`src/rtl/prco_mmio_uart_tx_pkg.sv`:
```
// ============================================================================
// prco_mmio_uart_tx_pkg
// Shared constants for the MMIO UART transmitter: register offsets, STATUS
// bit positions, serialiser state encoding and the STATUS word packer.
// Revision: 1.0
// ============================================================================
`default_nettype none

package prco_mmio_uart_tx_pkg;

  localparam logic [15:0] UART_OFF_TXDATA = 16'd0;
  localparam logic [15:0] UART_OFF_STATUS = 16'd1;

  localparam int STATUS_EMPTY  = 0;
  localparam int STATUS_FULL   = 1;
  localparam int STATUS_BUSY   = 2;
  localparam int STATUS_OVF    = 3;
  localparam int OVF_CLEAR_BIT = 3;

  typedef enum logic [2:0] {
    ST_IDLE   = 3'd0,
    ST_START  = 3'd1,
    ST_DATA   = 3'd2,
    ST_PARITY = 3'd3,
    ST_STOP   = 3'd4
  } uart_state_e;

  function automatic logic [15:0] uart_status_word(input logic ovf,
                                                   input logic busy,
                                                   input logic full,
                                                   input logic empty);
    logic [15:0] sw;
    sw               = 16'h0000;
    sw[STATUS_OVF]   = ovf;
    sw[STATUS_BUSY]  = busy;
    sw[STATUS_FULL]  = full;
    sw[STATUS_EMPTY] = empty;
    return sw;
  endfunction

endpackage

`default_nettype wire

```
`src/rtl/prco_sync_fifo.sv`:
```
// ============================================================================
// prco_sync_fifo
// Single-clock FIFO with registered full/empty flags; the head entry is
// presented on q_dout whenever the FIFO is not empty.
// Revision: 1.0
// ============================================================================
`default_nettype none

module prco_sync_fifo #(
  parameter int WIDTH = 8,
  parameter int DEPTH = 8
) (
  input  logic             i_clk,
  input  logic             i_reset_n,
  input  logic             i_push,
  input  logic             i_pop,
  input  logic [WIDTH-1:0] i_din,
  output logic [WIDTH-1:0] q_dout,
  output logic             q_full,
  output logic             q_empty
);

  localparam int            AW       = $clog2(DEPTH);
  localparam int            CW       = AW + 1;
  localparam logic [CW-1:0] CNT_ONE  = CW'(1);
  localparam logic [CW-1:0] CNT_FULL = CW'(DEPTH);
  localparam logic [AW-1:0] PTR_ONE  = AW'(1);

  logic [WIDTH-1:0] mem_q [DEPTH];
  logic [AW-1:0]    wr_ptr_q;
  logic [AW-1:0]    rd_ptr_q;
  logic [CW-1:0]    count_q;
  logic [CW-1:0]    count_d;
  logic             full_q;
  logic             empty_q;
  logic             w_do_push;
  logic             w_do_pop;

  // Flags are registered, so a push in the same cycle as a pop on a full
  // FIFO is still refused.
  assign w_do_push = i_push & ~full_q;
  assign w_do_pop  = i_pop & ~empty_q;

  always_comb begin
    count_d = count_q;
    if (w_do_push && !w_do_pop) begin
      count_d = count_q + CNT_ONE;
    end else if (w_do_pop && !w_do_push) begin
      count_d = count_q - CNT_ONE;
    end
  end

  always_ff @(posedge i_clk) begin
    if (w_do_push) begin
      mem_q[wr_ptr_q] <= i_din;
    end
  end

  always_ff @(posedge i_clk) begin
    if (!i_reset_n) begin
      wr_ptr_q <= '0;
      rd_ptr_q <= '0;
      count_q  <= '0;
      full_q   <= 1'b0;
      empty_q  <= 1'b1;
    end else begin
      if (w_do_push) begin
        wr_ptr_q <= wr_ptr_q + PTR_ONE;
      end
      if (w_do_pop) begin
        rd_ptr_q <= rd_ptr_q + PTR_ONE;
      end
      count_q <= count_d;
      full_q  <= (count_d == CNT_FULL);
      empty_q <= (count_d == '0);
    end
  end

  assign q_dout  = mem_q[rd_ptr_q];
  assign q_full  = full_q;
  assign q_empty = empty_q;

endmodule

`default_nettype wire

```
`src/rtl/prco_mmio_uart_tx.sv`:
```
// ============================================================================
// prco_mmio_uart_tx
// Memory-mapped UART transmitter: TXDATA stores feed a byte FIFO that is
// serialised LSB-first; STATUS reports FIFO, line and overflow state.
// Optional even parity bit when PRCO_UART_PARITY_EN is defined (8E1),
// otherwise 8N1.
// Revision: 1.0
// ============================================================================
`default_nettype none

module prco_mmio_uart_tx
  import prco_mmio_uart_tx_pkg::*;
#(
  parameter int          CLKS_PER_BIT = 868,
  parameter int          FIFO_DEPTH   = 8,
  parameter logic [15:0] ADDR_BASE    = 16'hFF00
) (
  input  logic        i_clk,
  input  logic        i_reset_n,
  input  logic        i_ce,
  input  logic        i_we,
  input  logic [15:0] i_addr,
  input  logic [15:0] i_din,
  output logic        q_ce,
  output logic [15:0] q_dout,
  output logic        q_tx,
  output logic        q_busy
);

  localparam int                BAUD_W      = $clog2(CLKS_PER_BIT);
  localparam logic [BAUD_W-1:0] BAUD_LAST   = BAUD_W'(CLKS_PER_BIT - 1);
  localparam logic [BAUD_W-1:0] BAUD_ONE    = BAUD_W'(1);
  localparam logic [15:0]       ADDR_TXDATA = ADDR_BASE + UART_OFF_TXDATA;
  localparam logic [15:0]       ADDR_STATUS = ADDR_BASE + UART_OFF_STATUS;

  logic              w_sel_tx;
  logic              w_sel_st;
  logic              w_hit;
  logic              w_wr_tx;
  logic              w_wr_st;
  logic              w_rd_st;
  logic              w_full;
  logic              w_empty;
  logic              w_pop;
  logic              w_busy_fsm;
  logic              w_baud_end;
  logic [7:0]        w_fifo_dout;
  logic              unused_din;

  logic              ce_q;
  logic [15:0]       dout_q;
  logic              ovf_q;
  logic              busy_q;
  logic              tx_q;
  uart_state_e       state_q;
  logic [BAUD_W-1:0] baud_q;
  logic [2:0]        bit_q;
  logic [7:0]        shift_q;
`ifdef PRCO_UART_PARITY_EN
  logic              par_q;
`endif

  assign w_sel_tx   = (i_addr == ADDR_TXDATA);
  assign w_sel_st   = (i_addr == ADDR_STATUS);
  assign w_hit      = i_ce & (w_sel_tx | w_sel_st);
  assign w_wr_tx    = w_hit & i_we & w_sel_tx;
  assign w_wr_st    = w_hit & i_we & w_sel_st;
  assign w_rd_st    = w_hit & ~i_we & w_sel_st;
  assign w_busy_fsm = (state_q != ST_IDLE);
  assign w_pop      = (state_q == ST_IDLE) & ~w_empty;
  assign w_baud_end = (baud_q == BAUD_LAST);
  assign unused_din = ^i_din[15:8];

  prco_sync_fifo #(
    .WIDTH (8),
    .DEPTH (FIFO_DEPTH)
  ) u_fifo (
    .i_clk     (i_clk),
    .i_reset_n (i_reset_n),
    .i_push    (w_wr_tx),
    .i_pop     (w_pop),
    .i_din     (i_din[7:0]),
    .q_dout    (w_fifo_dout),
    .q_full    (w_full),
    .q_empty   (w_empty)
  );

  // Bus side: one-cycle ack, read data only for STATUS, zero otherwise.
  always_ff @(posedge i_clk) begin
    if (!i_reset_n) begin
      ce_q   <= 1'b0;
      dout_q <= 16'h0000;
      ovf_q  <= 1'b0;
      busy_q <= 1'b0;
    end else begin
      ce_q   <= w_hit;
      dout_q <= w_rd_st ? uart_status_word(ovf_q, w_busy_fsm, w_full, w_empty)
                        : 16'h0000;
      if (w_wr_tx && w_full) begin
        ovf_q <= 1'b1;
      end else if (w_wr_st && i_din[OVF_CLEAR_BIT]) begin
        ovf_q <= 1'b0;
      end
      busy_q <= w_busy_fsm | ~w_empty;
    end
  end

  always_ff @(posedge i_clk) begin
    if (!i_reset_n) begin
      state_q <= ST_IDLE;
      baud_q  <= '0;
      bit_q   <= 3'd0;
      shift_q <= 8'h00;
      tx_q    <= 1'b1;
`ifdef PRCO_UART_PARITY_EN
      par_q   <= 1'b0;
`endif
    end else begin
      case (state_q)
        ST_IDLE: begin
          if (!w_empty) begin
            state_q <= ST_START;
            baud_q  <= '0;
            shift_q <= w_fifo_dout;
            tx_q    <= 1'b0;
`ifdef PRCO_UART_PARITY_EN
            par_q   <= ^w_fifo_dout;
`endif
          end
        end
        ST_START: begin
          if (w_baud_end) begin
            state_q <= ST_DATA;
            baud_q  <= '0;
            bit_q   <= 3'd0;
            tx_q    <= shift_q[0];
            shift_q <= {1'b0, shift_q[7:1]};
          end else begin
            baud_q <= baud_q + BAUD_ONE;
          end
        end
        ST_DATA: begin
          if (w_baud_end) begin
            baud_q <= '0;
            if (bit_q == 3'd7) begin
`ifdef PRCO_UART_PARITY_EN
              state_q <= ST_PARITY;
              tx_q    <= par_q;
`else
              state_q <= ST_STOP;
              tx_q    <= 1'b1;
`endif
            end else begin
              bit_q   <= bit_q + 3'd1;
              tx_q    <= shift_q[0];
              shift_q <= {1'b0, shift_q[7:1]};
            end
          end else begin
            baud_q <= baud_q + BAUD_ONE;
          end
        end
`ifdef PRCO_UART_PARITY_EN
        ST_PARITY: begin
          if (w_baud_end) begin
            state_q <= ST_STOP;
            baud_q  <= '0;
            tx_q    <= 1'b1;
          end else begin
            baud_q <= baud_q + BAUD_ONE;
          end
        end
`endif
        ST_STOP: begin
          // Returning to IDLE costs one clock, which is the inter-frame gap.
          if (w_baud_end) begin
            state_q <= ST_IDLE;
            baud_q  <= '0;
          end else begin
            baud_q <= baud_q + BAUD_ONE;
          end
          tx_q <= 1'b1;
        end
        default: begin
          state_q <= ST_IDLE;
          baud_q  <= '0;
          tx_q    <= 1'b1;
        end
      endcase
    end
  end

  assign q_ce   = ce_q;
  assign q_dout = dout_q;
  assign q_tx   = tx_q;
  assign q_busy = busy_q;

endmodule

`default_nettype wire
```
`config.mk`:
```
export PLATFORM = sky130hd
export DESIGN_NAME = prco_mmio_uart_tx
export DESIGN_NICKNAME = d
export VERILOG_FILES = /design/src/rtl/prco_mmio_uart_tx_pkg.sv /design/src/rtl/prco_sync_fifo.sv /design/src/rtl/prco_mmio_uart_tx.sv
export SDC_FILE = /design/constraint.sdc
export NUM_CORES = 1
export LEC_CHECK = 0
export BUFFER_PORTS_ARGS = -buffer_cell sky130_fd_sc_hd__buf_2
export CORE_MARGIN = 2
export CORE_UTILIZATION = 58
export CTS_CLUSTER_SIZE = 40
export DETAILED_ROUTE_END_ITERATION = 12
export PLACE_DENSITY = 0.8
export SYNTH_ARGS = -nofsm -noshare
export SYNTH_HDL_FRONTEND = slang
export SYNTH_SLANG_ARGS = --single-unit
export TNS_END_PERCENT = 1
```
`constraint.sdc`:
```
create_clock -name i_clk -period 2.99 [get_ports i_clk]
set_clock_uncertainty 0.05 [all_clocks]
set_input_delay 0 -clock i_clk [delete_from_list [all_inputs] [get_ports i_clk]]
set_output_delay 0 -clock i_clk [all_outputs]
set_load 0.02 [all_outputs]
```
---- After elaboration in Yosys (flattened, before gate mapping) ----
Memory sizes are Yosys's and may differ from the RTL's. A register that Yosys moved wholly into a read port is not among the register bits.
Index checks and enable logic that the tools add are counted.
Widths: inputs -> output; s select.
storage, ports and cells
  word-level logic and storage cells ...... 98
  RAM bits ................................ 64
  bits in registers ....................... 56
  memories ................................ 1
  input port bits ......................... 36
cells by class
  bitwise logic cells ..................... 14
  reductions and logical operators ........ 18
  muxes and demuxes ....................... 30
  equal/unequal tests ..................... 14
  add/sub/neg operators ................... 6
memories
  name          depth  width  read ports  clocked after memory_dff  write ports  line                  source
  u_fifo.mem_q  8      8      1           1                         1            prco_sync_fifo.sv:29  logic [WIDTH-1:0] mem_q [DEPTH];
operator list
  kind                   number
  $eq 16x16->1 const B   2
  $mux 8                 4
  $mux 3                 9
  $pmux 8 s3             1
  $mux 10                2
  $pmux 10 s2            1
  $ne 2x2->1 const B     6
  $pmux 3 s4             1
  $add 10x1->10 const B  1
  $eq 10x10->1 const B   1
  $reduce_and 5->1       2
  $add 3x1->3 const B    3
  $and 1x1->1            9
  $mux 1                 8
  $mux 4                 2
  $eq 3x3->1 const B     2
  $pmux 3 s2             1
  $reduce_bool 3->1      2
  $add 4x1->4 const B    1
  $eq 4x4->1 const B     1
  $logic_and 1x1->1      4
  $logic_not 4->1        1
  $reduce_and 4->1       1
  $reduce_bool 2->1      2
  other kinds (11)       15

---- Logic depth before layout (Yosys ltp) ----
  word-level depth ........................ 11
  depth in mapped cells ................... 8

---- Cells and area by module ----
From an unflattened synthesis, not the netlist that was laid out.
second synthesis, totals
  cells, all modules ...................... 362
  area total of the unflattened synthesis .. 4852.2 um^2
modules (own cells, without submodules)
  module             times used  cells an instance  area an instance (um^2)
  prco_sync_fifo     1           171                3180.6
  prco_mmio_uart_tx  1           191                1671.6

---- Worst setup path before layout ----
OpenSTA, ideal clock, no wires.
  path kind ............................... input -> register
  from .................................... input i_addr[4]
  to ...................................... memory u_fifo.mem_q[2][0], enable pin
  arrival ................................. 2044 ps
  data required time ...................... 2542 ps
  library setup time ...................... 398 ps
  setup slack ............................. 499 ps
  cell stages on the path ................. 4
  cell sequence ........................... or4b_1 -> nor4_2 -> nand2_1 -> nor4b_1
on the way
  word-level cells in the longest chain between the ends .. 8
RTL lines
  element                                 line                                              source
  start, declared                         prco_mmio_uart_tx.sv:22                           input logic [15:0] i_addr,
  $eq 16x16->1, on equally long branches  prco_mmio_uart_tx.sv:63, prco_mmio_uart_tx.sv:64
  $or 1x1->1                              prco_mmio_uart_tx.sv:65                           assign w_hit = i_ce & (w_sel_tx | w_sel_st);
  $and 1x1->1                             prco_mmio_uart_tx.sv:65
  $and 1x1->1                             prco_mmio_uart_tx.sv:66                           assign w_wr_tx = w_hit & i_we & w_sel_tx;
  $and 1x1->1 *                           prco_mmio_uart_tx.sv:66
  $and 1x1->1 *                           prco_sync_fifo.sv:41                              assign w_do_push = i_push & ~full_q;
  $mux 1 *                                prco_sync_fifo.sv:54                              if (w_do_push) begin
  $mux 1 (not written as such) *          prco_sync_fifo.sv:55                              mem_q[wr_ptr_q] <= i_din;
  end, declared                           prco_sync_fifo.sv:29
Mark *: on every way between the ends. The rest lies on a longest branch, timed or not.

---- Final worst setup path ----
  from .................................... input i_addr[9]
  to ...................................... register dout_q[2] (netlist: q_dout[2])
on the way
  word-level cells in the longest chain between the ends .. 6
RTL lines
  element                                 line                                              source
  $eq 16x16->1, on equally long branches  prco_mmio_uart_tx.sv:63, prco_mmio_uart_tx.sv:64
  $or 1x1->1                              prco_mmio_uart_tx.sv:65
  $and 1x1->1                             prco_mmio_uart_tx.sv:65
  $and 1x1->1                             prco_mmio_uart_tx.sv:68                           assign w_rd_st = w_hit & ~i_we & w_sel_st;
  $and 1x1->1 *                           prco_mmio_uart_tx.sv:68
  $reduce_and 2->1 (no source line) *     n/a
  end signal, assigned                    prco_mmio_uart_tx.sv:97                           dout_q <= w_rd_st ? uart_status_word(ovf_q, w_busy_fsm, w_full, w_empty)
  end, declared                           prco_mmio_uart_tx.sv:51                           logic [15:0] dout_q;
Marks and branches as above.
A chain may end at the register's enable or synchronous reset.

==> results.yml <==
place:
  port_buffers: 34
  hpwl_um: 5720
  postPlaceCellArea_um2: 5109
  placed_cells: 508
  place_congestion: 0.9223
logic_synthesis:
  synth_top_area_frac: 0.3958
  synth_compound_area_frac: 0.05797
  synth.area.top_cells: "edfxtp_1 40%, dfxtp_1 19%, mux4_2 7.4%"
  yosys.area_share.simple: 0.1541
  synth_largest_area_cell: "edfxtp_1"
  synth_top_family_by_area: "simple AND/OR/NAND/NOR gates"
  netlist_area_um2: 4856
  synth_mux_area_frac: 0.1098
  synth.yosys.warnings: 0
  synth_edf_count: 64
  synth_ff_type: "edfxtp_1"
  yosys.cell_types.count: 60
  synthCells: 377
  async_flop_share: 0
  synth-seq-cells: 111
  synth_xor_area_frac: 0.02705
  syn_area_per_cell_um2: 12.88
  yosysSeqAreaShare: 0.5895
  synth_adder_area_share: 0.02010
sta:
  setup_viol: 0
  layout_worst_path_cycle_share: 0.8483
  rsz0062_at_grt: "false"
  hold_ws_ns: 0.06093
  max_freq_mhz: 394.2
  hold_violations: 0
  fin_crit_ns: 2.536
  tightest_slew_ns: 0.7919
  tns_ns: 0
  drv_slew: 0
  max_slew_margin: 0.4713
layout:
  final_cell_mix: "64 x edfxtp_1, 47 x dfxtp_1, 34 x buf_2, 33 x nand2_1, 25 x nor2_1"
  finalNonFillerCells: 539
  final_area_um2: 5477
  final_nets: 472
  drive_gt1_frac: 0.2120
  syn2layout_area_growth_pct: 12.78
  diodes: 0
  final_common_cell: "edfxtp_1"
worst_setup_path:
  critical_path.max_fanout: 4
  r2r-start: "baud_q[0]"
  critPathRequiredTime_ns: 3.27
  critical_path_class: "primary input to flip-flop"
  cp-end-kind: "flip-flop"
  reg2regPathDepth: 6
  critPathLaunch: "i_addr[9]"
  reg2reg_to: "shift_q[1]"
  endpoint: "q_dout[2]"
  crit_arrival_ns: 2.82
  start_kind: "primary input"
  r2r_slack_ns: 0.67
floorplan:
  start_util: 0.5940
  rows: 33
  dieArea_um2: 9120
  die_h_um: 95.50
  die_w_um: 95.50
  core_um2: 8175
  ios: 55
power:
  ir_drop_mv: 0.4446
  p_leak_nw: 1.918
  p_int_mw: 2.535
  switching_share: 0.3149
  power_density_nw_per_um2: 675.7
  seqPwrFrac: 0.501
  p_clk_frac: 0.249
  power_switching_mw: 1.165
  power_mw: 3.700
  combPwrFrac: 0.251
clock_tree:
  cts_tree: "done"
  root_buffer: "clkbuf_8"
  clk_latency_ns: 0.37
  cts_sinks: 111
  htreeDepth: 3
  cts.clk_slew.worst_paths_ns: 0.12
  clock_path_buffers: 2
  numCtsBuffers: 9
grt:
  grt_max_degree: 25
  grt_pass1_vias: 2953
  antenna_found_initial: 0
  grt_overflow_total: 0
  grt_usage: 0.2078
  grt_pass1_wl_um: 14320
routing:
  num_vias: 3127
  drtIter0Drc: 142
  vias_per_cell: 5.801
  wl_um: 8655
  detail-route-antenna-nets: 0
  drtPass1Iterations: 4
  drc: 0
  post_drt_wl_per_cell_um: 16.06
hold_path:
  hold_class: "primary input to flip-flop"
run_status:
  status: "finished clean"
flow_run:
  drv_cap: 0
[cells in the mapped netlist (all sizes together) (3+ instances only)]
| master | instances |
|---|---|
| or4 | 5 |
| nand2 | 34 |
| ha | 7 |
| nand4 | 7 |
| mux2i | 15 |
| o211ai | 7 |
| xnor2 | 7 |
| nor4b | 5 |
| buf | 17 |
| and3 | 4 |
| and2 | 4 |
| a211oi | 3 |
| mux4 | 16 |
| dfxtp | 47 |
| clkbuf | 12 |
| or4b | 3 |
| o21ai | 7 |
| nor2 | 25 |
| a31oi | 3 |
| nor4 | 6 |
| nor3b | 5 |
| xor2 | 8 |
| edfxtp | 64 |
| inv | 5 |
| a21oi | 12 |
| nand3 | 11 |
| nor3 | 13 |
[cell type report]
class	count	area, um2
Sequential cell	111	2863
Fill cell	585	2699
Multi-Input combinational cell	242	1843
Timing Repair Buffer	60	402.9
Tap cell	105	131.4
Clock buffer	9	123.9
Clock inverter	7	93.84
Inverter	5	18.77
[worst min-delay path by stage]
stage | depth (start not counted) | to | startpoint | slack [ns]
2_1_floorplan | 0 | u_fifo.mem_q[0][0] | i_din[0] | 0.05
3_3_place_gp | 1 | u_fifo.mem_q[1][6] | i_din[6] | 0.21
3_5_place_dp | 1 | u_fifo.mem_q[3][0] | i_din[0] | 0.22
4_1_cts | 5 | u_fifo.wr_ptr_q[1] | i_addr[3] | 0.05
5_1_grt | 5 | u_fifo.wr_ptr_q[1] | i_addr[1] | 0.08
6_report | 5 | u_fifo.wr_ptr_q[1] | i_addr[7] | 0.06
[flip-flops by register name, summed over array words and instances, names as in the netlist, named ones only]
| register | flops |
|---|---|
| u_fifo.q_full | 1 |
| q_ce | 1 |
| shift_q | 8 |
| baud_q | 10 |
| u_fifo.q_empty | 1 |
| q_dout | 4 |
| u_fifo.rd_ptr_q | 3 |
| state_q | 3 |
| u_fifo.wr_ptr_q | 3 |
| bit_q | 3 |
| q_tx | 1 |
| u_fifo.mem_q | 64 |
| u_fifo.count_q | 4 |
| ovf_q | 1 |
| q_busy | 1 |
[critical path, cell delays in order]
cell           delay (ns)
dlygate4sd3_1        0.53
buf_2                0.11
nand4_1              0.06
dlygate4sd3_1        0.57
nor4_2               0.34
nand2_1              0.13
nor3b_1              0.35
dlygate4sd3_1        0.60
o31a_1               0.12
[logic make-up after synthesis]
logic type	Yosys count
simple gates	132
compound gates	42
buf+inv	35
fa+ha+maj	8
mux	33
flops	111
other cells	1
xor+xnor	15
[per-stage QoR]
step	util	setup slack, ns
detailed placement	0.6249	0.6647
floorplan	-	0.4985
global placement	0.6249	0.7535
global route	0.6699	0.2334
CTS	0.6699	0.4792
finish	0.6699	0.4535
[power by group through the flow]
stage / clock network [mW] / logic, mW / registers [mW]
floorplan: 0 / 0.782 / 1.83
global placement: 0 / 0.886 / 1.88
detailed placement: 0 / 0.916 / 1.89
CTS: 0.941 / 0.934 / 1.85
global route: 0.998 / 1.03 / 1.88
finish: 0.920 / 0.927 / 1.85
[timing repair]
action                                 CTS  global route
endpoints found under the hold margin   72             0
hold buffers                            15             0
setup buffers                            0             0
resized for setup                        0             0
[metal layers]
layer,wire length [um],up-vias,share of wire,global-route usage
met5,0,-,0,0
met4,117,0,0.014,0.05476
met3,410,11,0.047,0.04111
met2,4390,84,0.51,0.3521
met1,3737,1520,0.43,0.2759
li1,-,1512,-,-
No activity file was read; power rests on OpenSTA's default activity.
